File: src/rtl/uart_tx_if.sv
`timescale 1ns/1ps
// Byte-in / serial-out port bundle of the UART transmitter.
// Latency: none (wires only).
// Backpressure: the requester holds start until it sees busy low.
interface uart_tx_if;
    logic       start;
    logic [7:0] data;
    logic       tx_line;
    logic       busy;
    logic       finish;

    // Requester side: offers a byte and watches line/status.
    modport master (
        output start,
        output data,
        input  tx_line,
        input  busy,
        input  finish
    );

    // Transmitter side.
    modport slave (
        input  start,
        input  data,
        output tx_line,
        output busy,
        output finish
    );
endinterface

File: src/rtl/uart_tx.sv
`timescale 1ns/1ps
// UART transmitter: start bit, 8 data bits LSB first, optional even parity
// (UART_TX_PARITY_EN), one stop bit. Latency: tx_line drops 1 clock after accept.
// Backpressure: busy high for the whole frame; start while busy is dropped, not queued.
module uart_tx #(
    parameter int DELAY_COUNTS = 2083
) (
    input  logic     clk,
    input  logic     rst,
    uart_tx_if.slave bus
);

    // Bit-period counter width; guard the degenerate single-bit case.
    localparam int CNT_W = (DELAY_COUNTS > 2) ? $clog2(DELAY_COUNTS) : 1;
    localparam logic [CNT_W-1:0] CNT_LAST = CNT_W'(DELAY_COUNTS - 1);

`ifdef UART_TX_PARITY_EN
    typedef enum logic [2:0] {
        IDLE,
        START,
        DATA,
        PARITY,
        STOP
    } state_t;
`else
    typedef enum logic [2:0] {
        IDLE,
        START,
        DATA,
        STOP
    } state_t;
`endif

    state_t           state_q;
    state_t           state_d;
    logic [CNT_W-1:0] cnt_q;
    logic [CNT_W-1:0] cnt_d;
    logic [3:0]       bit_idx_q;
    logic [3:0]       bit_idx_d;
    logic [7:0]       shift_q;
    logic [7:0]       shift_d;
    logic             tx_q;
    logic             tx_d;
    logic             bit_done;

`ifdef UART_TX_PARITY_EN
    logic             parity_q;
    logic             parity_d;
`endif

    // Last clock of the current bit period.
    assign bit_done = (cnt_q == CNT_LAST);

    // Status is a pure decode of the registered state, so it is glitch-free
    // and finish can never be seen without busy.
    assign bus.busy    = (state_q != IDLE);
    assign bus.finish  = (state_q == STOP) && bit_done;
    assign bus.tx_line = tx_q;

    // Next-state, counter, shifter and next line level.
    always_comb begin
        state_d   = state_q;
        shift_d   = shift_q;
        bit_idx_d = bit_idx_q;
        cnt_d     = bit_done ? '0 : cnt_q + CNT_W'(1);
        tx_d      = 1'b1;
`ifdef UART_TX_PARITY_EN
        parity_d  = parity_q;
`endif

        case (state_q)
            IDLE: begin
                cnt_d = '0;
                if (bus.start) begin
                    state_d   = START;
                    shift_d   = bus.data;
                    bit_idx_d = '0;
`ifdef UART_TX_PARITY_EN
                    parity_d  = ^bus.data;
`endif
                end
            end
            START: begin
                if (bit_done) begin
                    state_d   = DATA;
                    bit_idx_d = '0;
                end
            end
            DATA: begin
                if (bit_done) begin
                    shift_d = {1'b0, shift_q[7:1]};
                    if (bit_idx_q == 4'd7) begin
                        bit_idx_d = '0;
`ifdef UART_TX_PARITY_EN
                        state_d   = PARITY;
`else
                        state_d   = STOP;
`endif
                    end else begin
                        bit_idx_d = bit_idx_q + 4'd1;
                    end
                end
            end
`ifdef UART_TX_PARITY_EN
            PARITY: begin
                if (bit_done) begin
                    state_d = STOP;
                end
            end
`endif
            STOP: begin
                if (bit_done) begin
                    state_d = IDLE;
                end
            end
            default: begin
                state_d = IDLE;
            end
        endcase

        // Every bit period starts from zero on a state change.
        if (state_d != state_q) begin
            cnt_d = '0;
        end

        // The line is registered: compute the level the next state drives.
        case (state_d)
            IDLE:    tx_d = 1'b1;
            START:   tx_d = 1'b0;
            DATA:    tx_d = shift_d[0];
`ifdef UART_TX_PARITY_EN
            PARITY:  tx_d = parity_d;
`endif
            STOP:    tx_d = 1'b1;
            default: tx_d = 1'b1;
        endcase
    end

    // State and datapath registers; reset aborts any frame in flight.
    always_ff @(posedge clk) begin
        if (rst) begin
            state_q   <= IDLE;
            cnt_q     <= '0;
            bit_idx_q <= '0;
            shift_q   <= '0;
            tx_q      <= 1'b1;
`ifdef UART_TX_PARITY_EN
            parity_q  <= 1'b0;
`endif
        end else begin
            state_q   <= state_d;
            cnt_q     <= cnt_d;
            bit_idx_q <= bit_idx_d;
            shift_q   <= shift_d;
            tx_q      <= tx_d;
`ifdef UART_TX_PARITY_EN
            parity_q  <= parity_d;
`endif
        end
    end

endmodule

File: src/flat_wrapper.sv
// flat-port wrapper written by rule: the top's interface ports become plain ports
module uart_tx_flat 
#(
    parameter int DELAY_COUNTS = 2083
)
  (clk, rst, bus_start, bus_data, bus_tx_line, bus_busy, bus_finish);
  uart_tx_if bus_i ();
  input  logic clk;
  input  logic rst;
  input wire logic [$bits(bus_i.start)-1:0] bus_start;
  input wire logic [$bits(bus_i.data)-1:0] bus_data;
  output wire logic [$bits(bus_i.tx_line)-1:0] bus_tx_line;
  output wire logic [$bits(bus_i.busy)-1:0] bus_busy;
  output wire logic [$bits(bus_i.finish)-1:0] bus_finish;
  assign bus_i.start = bus_start;
  assign bus_i.data = bus_data;
  assign bus_tx_line = bus_i.tx_line;
  assign bus_busy = bus_i.busy;
  assign bus_finish = bus_i.finish;
  uart_tx #(.DELAY_COUNTS(DELAY_COUNTS)) u_core (.clk(clk), .rst(rst), .bus(bus_i));
endmodule
File: config.mk
export PLATFORM = sky130hd
export DESIGN_NAME = uart_tx_flat
export DESIGN_NICKNAME = d
export VERILOG_FILES = /design/src/rtl/uart_tx_if.sv /design/src/rtl/uart_tx.sv /design/src/flat_wrapper.sv
export SDC_FILE = /design/constraint.sdc
export NUM_CORES = 1
export LEC_CHECK = 0
export ABC_AREA = 1
export CAP_MARGIN = 15
export CORE_MARGIN = 2
export CORE_UTILIZATION = 37
export CTS_CLUSTER_SIZE = 12
export DETAILED_ROUTE_END_ITERATION = 8
export PLACE_DENSITY = 0.67
export SLEW_MARGIN = 20
export SYNTH_ARGS = -nofsm -noshare
export SYNTH_HDL_FRONTEND = slang
export SYNTH_SLANG_ARGS = --single-unit
File: constraint.sdc
create_clock -name clk -period 2.01 [get_ports clk]
set_clock_uncertainty 0.05 [all_clocks]
set_input_delay 0.402 -clock clk [delete_from_list [all_inputs] [get_ports clk]]
set_output_delay 0.402 -clock clk [all_outputs]
set_load 0.05 [all_outputs]
==> results of run 1 <==
timing repair:
| action | in CTS | in global routing |
|---|---|---|
| hold buffers | 0 | 0 |
| buffers inserted | 2 | 0 |
| gates resized for setup | 9 | 0 |
| pin swaps | 4 | 1 |
| endpoints found under the setup margin | 1 | 1 |
cell usage after synthesis:
cell type | instances | area [um2]
nand2_1 | 55 | 206
nor2_1 | 29 | 109
dfxtp_1 | 28 | 561
inv_1 | 17 | 63.8
nand3_1 | 13 | 65.1
a21oi_1 | 9 | 45.0
a31oi_1 | 7 | 43.8
xor2_1 | 5 | 43.8
inv_2 | 4 | 15.0
ha_1 | 3 | 37.5
nor3_1 | 3 | 15.0
nor3b_1 | 3 | 22.5
o21ai_0 | 3 | 15.0
a21oi_2 | 2 | 17.5
nand3_2 | 2 | 20.0
nor2_2 | 2 | 12.5
buf_2 | 1 | 5.00
clkbuf_1 | 1 | 3.75
clkinv_2 | 1 | 5.00
conb_1 | 1 | 3.75
nand2_2 | 1 | 6.26
nand3_4 | 1 | 17.5
nand4_1 | 1 | 6.26
nor2_4 | 1 | 11.3
nor3_2 | 1 | 10.0
nor4_1 | 1 | 6.26
o21bai_1 | 1 | 7.51
xnor2_1 | 1 | 8.76
through the flow:
| step | cell area, um2 | setup slack, ns | hold WS, ns |
|---|---|---|---|
| after floorplan | 1400 | 0.128 | 0.367 |
| after global placement | 1620 | 0.255 | 0.382 |
| after detailed placement | 1620 | 0.222 | 0.394 |
| after CTS | 1720 | 0.000525 | 0.426 |
| after global routing | 1720 | 0.0465 | 0.452 |
| final | 1720 | 0.126 | 0.423 |
report_power, final:
part | total [mW] | switching [mW] | leakage [nW] | internal (mW)
logic | 0.0905 | 0.0481 | 0.362 | 0.0424
registers | 0.574 | 0.00750 | 0.228 | 0.566
clock network | 0.345 | 0.170 | 0.0288 | 0.175
total | 1.01 | 0.226 | 0.619 | 0.784
metal layers:
| layer | vias to the layer above | track usage | wire, um |
|---|---|---|---|
| li1 | 666 | - | - |
| met1 | 540 | 0.166 | 1330 |
| met2 | 8 | 0.235 | 1210 |
| met3 | 2 | 0.0205 | 37 |
| met4 | 0 | 0.0625 | 31 |
| met5 | - | 0 | 0 |
flip-flops by register name, indices dropped and copies added (netlist names):
| signal | cells |
|---|---|
| u_core.cnt_q | 12 |
| u_core.shift_q | 8 |
| u_core.bit_idx_q | 4 |
| u_core.bus.tx_line | 1 |
| u_core.state_q | 3 |
worst max-delay path, delay by kind of cell (launching register included):
kind	cells	cell delay, ns
fa+ha+maj	1	0.14
buf+inv	2	0.25
flops	1	0.33
simple gates	4	0.44
cells by family after synthesis:
logic type,count (synthesis),synth area share
fa+ha+maj,3,0.0271
xor+xnor,6,0.0380
flops,28,0.405
other cells,1,0.00271
simple gates,113,0.367
compound gates,22,0.0931
buf+inv,24,0.0669
worst max-delay path by stage:
stage	from	endpoint	slack [ns]	depth (start not counted)
floorplan	u_core.cnt_q[0]	bus_finish	0.13	6
global placement	u_core.cnt_q[0]	bus_finish	0.26	7
detailed placement	u_core.cnt_q[0]	bus_finish	0.22	7
CTS	u_core.cnt_q[0]	bus_finish	0.0005	7
global route	u_core.cnt_q[0]	bus_finish	0.05	7
finish	u_core.cnt_q[0]	bus_finish	0.13	7
layout make-up:
cell class              instances  area [um2]  area share
repair buffers                 17         180       0.105
multi-input cells             145         773       0.451
clock buffers                   4        55.1      0.0321
flip-flops and latches         28         563       0.328
inverters                      22        83.8      0.0489
well taps                      48        60.1      0.0350
==> run_results.csv, run 1 <==
group,metric,value,unit
route,drt_iter0_drc,65,
yosys,postSynthAreaPerCell,7.02,um2
critical_path,path_class,"reg2out",
clocking,cts-root-buf,"clkbuf_8",
sta,fin_crit_sh,0.937,
global_routing,grt-ovfl-total,0,
layout,post-route-util,0.472,
route,viasPerCell,4.61,
critical_path,cp_max_fo,2,
layout,drive_gt1_frac,0.148,
place,gp_congestion,0.750,
global_routing,grt_pass1_wl,4560,um
route,wl_per_cell,9.85,um
floorplan,die_h,65.2,um
critical_path,slowest_stage,"dfxtp_2",
critical_path,cp.required,1.56,ns
clocking,cts_buffers,3,
power_and_ir_drop,design_power_total,1.01,mW
route,ant_nets,0,
min_path,hp-start,"u_core.shift_q[7]",
layout,layout_commonest_cell,"nand2_1",
route,first_pass_iters,4,
critical_path,ff2ff_path_depth,9,
floorplan,die_area,4250,um2
floorplan,core_area,3630,um2
route,drc,0,
yosys,yosys_warnings,0,
route,via_count,1216,
yosys,syn-num-nets,211,
layout,antenna_cells,0,
place,dp_hpwl,1960,um
critical_path,crit_path_cell_trace,"inv_2, ha_4, nand2_4, nor2_4, nand3_4, nor4_4, buf_12",
critical_path,max_stage_delay,0.33,ns
critical_path,cp_data_arrival_time,1.43,ns
clocking,clkLatencyLatePin,0.27,ns
clocking,cts_max_path_buffers,2,
sta,setup_tns,0,ns
run_status,status,"finished clean",
global_routing,grt_start_max_net_pins,16,
critical_path,r2r-end,"u_core.cnt_q[10]",
layout,final_cells,264,
sta,fin_crit,1.88,ns
critical_path,end_kind,"primary output",
sta,hold_viol_final,0,
layout,final_net_count,231,
yosys,yosys.cell_types.count,28,
global_routing,grt_usage,0.136,
clocking,cts.clk_slew.worst_paths,0.09,ns
power_and_ir_drop,max-vdd-ir-drop,0.289,mV
sta,rsz0062_at_grt,"no",
place,dp_cells,258,
min_path,min_path_type,"reg2reg",
sta,setup_viol,0,
clocking,cts_tree,"done",
place,io_buffer_count,13,
clocking,htree_levels,1,
floorplan,row_count,22,
yosys,synthesis.area,1380,um2
layout,final_cell_mix,"nand2_1 (54), nor2_1 (28), dfxtp_1 (26)",
global_routing,grt_pass1_vias,1099,
min_path,hold_depth,2,
clocking,clkSinkCount,28,
yosys,ys_ff_latch,28,
critical_path,startpoint_type,"flop",
route,drt_wl_total,2600,um
sta,maxSlewViolCount,0,
yosys,yosysSeqAreaShare,0.405,
layout,area_growth,24.0,%
sta,fmax,0.531,GHz
job,drv_cap,0,
floorplan,die_x,65.2,um
floorplan,initial_core_util,0.381,
critical_path,regToRegSetupSlack,0.43,ns
yosys,synthCells,197,
power_and_ir_drop,power.leakage,0.619,nW
layout,num-fill-cells,372,
critical_path,reg2reg_from,"u_core.cnt_q[0]",
floorplan,ioPinCount,14,
min_path,hold_end,"u_core.shift_q[7]",
power_and_ir_drop,power.density,589,nW/um2
global_routing,antenna_found_initial,0,
Power figures use the tool's default switching activity.
==> inputs of run 2 (changes only) <==
--- a/config.mk
+++ b/config.mk
@@ -8,11 +8,12 @@
 export ABC_AREA = 1
 export CAP_MARGIN = 15
 export CORE_MARGIN = 2
-export CORE_UTILIZATION = 37
+export CORE_UTILIZATION = 55
 export CTS_CLUSTER_SIZE = 12
 export DETAILED_ROUTE_END_ITERATION = 8
-export PLACE_DENSITY = 0.67
+export PLACE_DENSITY = 0.88
 export SLEW_MARGIN = 20
 export SYNTH_ARGS = -nofsm -noshare
 export SYNTH_HDL_FRONTEND = slang
 export SYNTH_SLANG_ARGS = --single-unit
+export TNS_END_PERCENT = 30
==> run 2 against run 1 <==
Hold slack lost 0.00065 ns. Cell count shrank 5.7%. Largest cell class unchanged. Setup slack lost 0.072 ns. Largest power group unchanged. Utilization grew 23 points. Combinational power grew 2.8%.
==> run_results.csv, run 2 (same netlist as run 1, synthesis figures left out) <==
group,metric,value,unit
clocking,cts_max_path_buffers,2,
power_and_ir_drop,max-vdd-ir-drop,0.462,mV
layout,final_net_count,234,
layout,largest_register_ffs,12,
route,first_pass_iters,4,
place,placed_area,1590,um2
clocking,clkLatencyLatePin,0.32,ns
route,drt_wl_total,2760,um
clocking,cts_tree,"done",
sta,fin_crit,1.96,ns
min_path,hp-start,"u_core.shift_q[7]",
sta,setup_viol,0,
critical_path,slowest_stage,"dfxtp_2",
floorplan,ioPinCount,14,
critical_path,end_kind,"primary output",
critical_path,cp_max_fo,2,
place,dp_hpwl,1920,um
layout,layout_commonest_cell,"nand2_1",
critical_path,cp.required,1.56,ns
layout,final_area,1710,um2
critical_path,critPathBufInv,2,
route,via_count,1260,
layout,post-route-util,0.702,
layout,largest_registers,"u_core.cnt_q x12, u_core.shift_q x8, u_core.bit_idx_q x4",
global_routing,antenna_found_initial,0,
min_path,hold_end,"u_core.shift_q[7]",
sta,fin_crit_sh,0.973,
route,viasPerCell,5.06,
layout,num-fill-cells,191,
route,drc,0,
clocking,clkSinkCount,28,
sta,maxSlewViolCount,0,
route,wl_per_cell,11.1,um
layout,final_cell_mix,"nand2_1 (53), nor2_1 (27), dfxtp_1 (23)",
place,gp_congestion,0.805,
power_and_ir_drop,power.density,547,nW/um2
critical_path,crit_path_cell_trace,"inv_2, ha_4, nand2_4, nor2_4, nand3_4, nor4_4, buf_12",
critical_path,r2r-end,"u_core.cnt_q[6]",
critical_path,cp_data_arrival_time,1.50,ns
route,ant_nets,0,
layout,multi_input_area,778,um2
clocking,cts-root-buf,"clkbuf_4",
run_status,status,"finished clean",
clocking,cts_buffers,3,
min_path,min_path_type,"reg2reg",
power_and_ir_drop,power.leakage,0.630,nW
layout,antenna_cells,0,
layout,final-seq-area,569,um2
global_routing,grt-ovfl-total,0,
power_and_ir_drop,design_power_total,0.934,mW
critical_path,path_class,"reg2out",
global_routing,grt_pass1_wl,4530,um
floorplan,initial_core_util,0.569,
global_routing,grt_usage,0.211,
critical_path,crit_family,"simple AND/OR/NAND/NOR gates",
global_routing,grt_pass1_vias,1098,
route,drt_iter0_drc,33,
critical_path,crit_cells,7,
layout,drive_gt1_frac,0.183,
clocking,htree_levels,1,
sta,hold_viol_final,0,
critical_path,reg2reg_from,"u_core.cnt_q[0]",
critical_path,max_stage_delay,0.35,ns
floorplan,die_x,54.2,um
global_routing,grt_start_max_net_pins,16,
clocking,postCtsHoldBufs,0,
sta,fmax,0.511,GHz
clocking,cts.clk_slew.worst_paths,0.14,ns
place,io_buffer_count,13,
critical_path,crit_path_start,"u_core.cnt_q[0]",
layout,top_register,"u_core.cnt_q",
critical_path,startpoint_type,"flop",
critical_path,ff2ff_path_depth,9,
critical_path,regToRegSetupSlack,0.24,ns
job,drv_cap,0,
floorplan,core_area,2430,um2
floorplan,die_area,2930,um2
floorplan,row_count,18,
floorplan,die_h,54.2,um
min_path,hold_depth,2,
layout,area_growth,23.4,%
-- run 2: cell types whose count changed in the layout (fill, tap and decap cells not counted), sizes merged --
cell / before / now
buf: 6 / 9
-- run 2: per-layer routing --
metal  GRT usage  up-vias  part of all wire
li1            -      673                 -
met1       0.280      558              0.47
met2       0.345       24              0.47
met3      0.0250        5             0.039
met4      0.0875        0             0.020
met5           0        -                 0
-- run 2: worst max-delay path by stage --
stage,to,slack [ns]
5_1_grt,bus_finish,-0.01
4_1_cts,bus_finish,-0.04
2_1_floorplan,bus_finish,0.13
3_5_place_dp,bus_finish,0.22
6_report,bus_finish,0.05
3_3_place_gp,bus_finish,0.26
-- run 2: worst register-to-register path, stage by stage (launching register included) --
cell,delay [ns]
dfxtp_2,0.36
inv_2,0.05
ha_4,0.16
nand2_4,0.06
nor2_4,0.04
nand3_4,0.08
buf_4,0.11
buf_4,0.14
nand3_1,0.35
nor3b_1,0.30
-- run 2: power breakdown --
part | switching, mW | total [mW] | internal [mW]
registers | 0.00792 | 0.574 | 0.566
logic | 0.0496 | 0.0930 | 0.0434
clock network | 0.156 | 0.267 | 0.111
total | 0.214 | 0.934 | 0.720
-- run 2: area by class of cell --
cell class,count,share of cell area
multi-input combinational,145,0.456
clock buffer,4,0.0212
sequential,28,0.333
inverter,22,0.0491
tap,30,0.0220
timing repair buffer,20,0.119
-- run 2: metrics by stage --
stage	hold slack [ns]	worst slack (ns)	std cells	setup TNS (ns)
2_1_floorplan	0.367	0.128	197	0
3_3_place_gp	0.382	0.259	239	0
3_5_place_dp	0.386	0.219	239	0
4_1_cts	0.429	-0.0379	247	-0.0379
5_1_grt	0.454	-0.00974	249	-0.00974
6_report	0.422	0.0543	249	0
-- run 2: what timing repair did --
item | 4_1_cts | 5_1_grt
setup buffers | 4 | 2
pin swaps | 4 | 6
gates cloned | 0 | 0
endpoints found under the hold margin | 0 | 0
resized for setup | 10 | 5
setup endpoints to repair | 1 | 1
==> inputs of run 3 (changes only) <==
--- a/config.mk
+++ b/config.mk
@@ -11,7 +11,7 @@
 export CORE_UTILIZATION = 55
 export CTS_CLUSTER_SIZE = 12
 export DETAILED_ROUTE_END_ITERATION = 8
-export PLACE_DENSITY = 0.88
+export PLACE_DENSITY = 0.77
 export SLEW_MARGIN = 20
 export SYNTH_ARGS = -nofsm -noshare
 export SYNTH_HDL_FRONTEND = slang
==> run 3 against run 2 <==
Global-route usage is 1.3 points higher. Non-clock buffer count fell by 3. Combinational power is 3.5% lower. Sequential power hardly changed. Wire length increased by 8.1%. Cell area down 0.51%. Sequential share of layout area is 0.12 points lower. First-iteration DRC count grew 9.1%. Sequential cell count is the same.
==> run_results.csv, run 3 (same netlist as run 1, synthesis figures left out) <==
group,metric,value,unit
floorplan,die_h,54.2,um
global_routing,antenna_found_initial,0,
route,ant_nets,0,
clocking,cts_max_path_buffers,2,
critical_path,cp_max_fo,2,
place,gp_congestion,0.842,
power_and_ir_drop,max-vdd-ir-drop,0.492,mV
layout,num-fill-cells,194,
global_routing,grt_usage,0.224,
clocking,postCtsHoldBufs,0,
job,drv_cap,0,
sta,rsz0062_at_grt,"yes",
clocking,clkSinkCount,28,
route,via_count,1316,
place,dp_hpwl,2060,um
sta,hold_viol_final,0,
power_and_ir_drop,design_power_total,1.04,mW
power_and_ir_drop,power.density,611,nW/um2
critical_path,end_kind,"primary output",
route,first_pass_iters,4,
route,drt_iter0_drc,36,
global_routing,grt-ovfl-total,0,
route,drc,0,
clocking,htree_levels,1,
layout,final_area,1700,um2
layout,drive_gt1_frac,0.157,
min_path,min_path_type,"reg2reg",
layout,area_growth,22.8,%
clocking,cts_tree,"done",
layout,layout_commonest_cell,"nand2_1",
critical_path,startpoint_type,"flop",
floorplan,die_area,2930,um2
place,dp_cells,239,
run_status,status,"finished clean",
critical_path,path_class,"reg2out",
global_routing,grt_pass1_wl,4750,um
layout,largest_register_ffs,12,
floorplan,die_x,54.2,um
layout,final-seq-area,564,um2
clocking,cts-root-buf,"clkbuf_4",
sta,setup_tns,0,ns
layout,multi_input_area,781,um2
place,post-place-ws,0.233,ns
critical_path,cp.required,1.56,ns
sta,setup_ws,0.0437,ns
layout,largest_registers,"u_core.cnt_q x12, u_core.shift_q x8, u_core.bit_idx_q x4",
floorplan,initial_core_util,0.569,
clocking,cts_buffers,3,
sta,fin_crit_sh,0.978,
place,placed_area,1590,um2
place,io_buffer_count,13,
layout,post-route-util,0.699,
sta,setup_viol,0,
layout,final_net_count,231,
sta,holdWs,0.427,ns
route,wl_per_cell,12.1,um
clocking,cts.clk_slew.worst_paths,0.15,ns
route,viasPerCell,5.35,
sta,fmax,0.509,GHz
floorplan,row_count,18,
clocking,clkLatencyLatePin,0.34,ns
layout,final_cell_mix,"nand2_1 (54), nor2_1 (27), dfxtp_1 (25)",
power_and_ir_drop,power.leakage,0.619,nW
sta,maxSlewViolCount,0,
sta,fin_crit,1.97,ns
floorplan,core_area,2430,um2
layout,antenna_cells,0,
layout,top_register,"u_core.cnt_q",
floorplan,ioPinCount,14,
critical_path,cp_data_arrival_time,1.51,ns
global_routing,grt_pass1_vias,1184,
global_routing,grt_start_max_net_pins,17,
route,drt_wl_total,2990,um
layout,final_cells,246,
## run 3: cell types whose count changed in the layout (fill, tap and decap cells not counted)
cell	previous run	this run
buf_4	7	4
dfxtp_1	23	25
bufinv_16	0	1
clkbuf_8	1	0
dfxtp_2	4	3
dfxtp_4	1	0
nand2_1	53	54
nand2_2	2	1
nor2_2	3	2
nor2_4	2	3
## run 3: metal layers
metal,routed length [um],track usage,vias to the layer above
li1,-,-,670
met1,1350,0.268,602
met2,1440,0.388,37
met3,114,0.0306,7
met4,82,0.113,0
met5,0,0,-
## run 3: final cells by class
| class | count | area share |
|---|---|---|
| clock inverter | 1 | 0.0177 |
| multi-input combinational | 145 | 0.459 |
| inverter | 22 | 0.0493 |
| timing repair buffer | 17 | 0.106 |
| clock buffer | 3 | 0.0133 |
| sequential | 28 | 0.332 |
| tap | 30 | 0.0221 |
## run 3: timing repair
action,in CTS,in global routing
gates resized for setup,8,4
pin swaps,3,2
buffers inserted,3,0
setup endpoints to repair,1,2
cloned,0,0
## run 3: worst max-delay path, stage by stage, from the launching register on
cell     delay (ns)
dfxtp_2        0.35
inv_2          0.07
ha_4           0.14
nand2_4        0.05
nor2_4         0.10
nand3_4        0.10
nor4_4         0.19
buf_12         0.18
## run 3: report_power, final
group,switching [mW],leakage (nW),internal (mW)
Sequential,0.00763,0.229,0.567
Clock,0.171,0.0279,0.202
Combinational,0.0484,0.362,0.0413
Total,0.227,0.619,0.811
## run 3: path summary, 6_finish.rpt
path	cells after the start	startpoint	endpoint	slack (ns)
worst max-delay path	7	u_core.cnt_q[0]	bus_finish	0.04
worst min-delay path	2	u_core.shift_q[7]	u_core.shift_q[7]	0.43
worst max register to register	9	u_core.cnt_q[0]	u_core.cnt_q[6]	0.22
worst min register to register	2	u_core.shift_q[7]	u_core.shift_q[7]	0.43
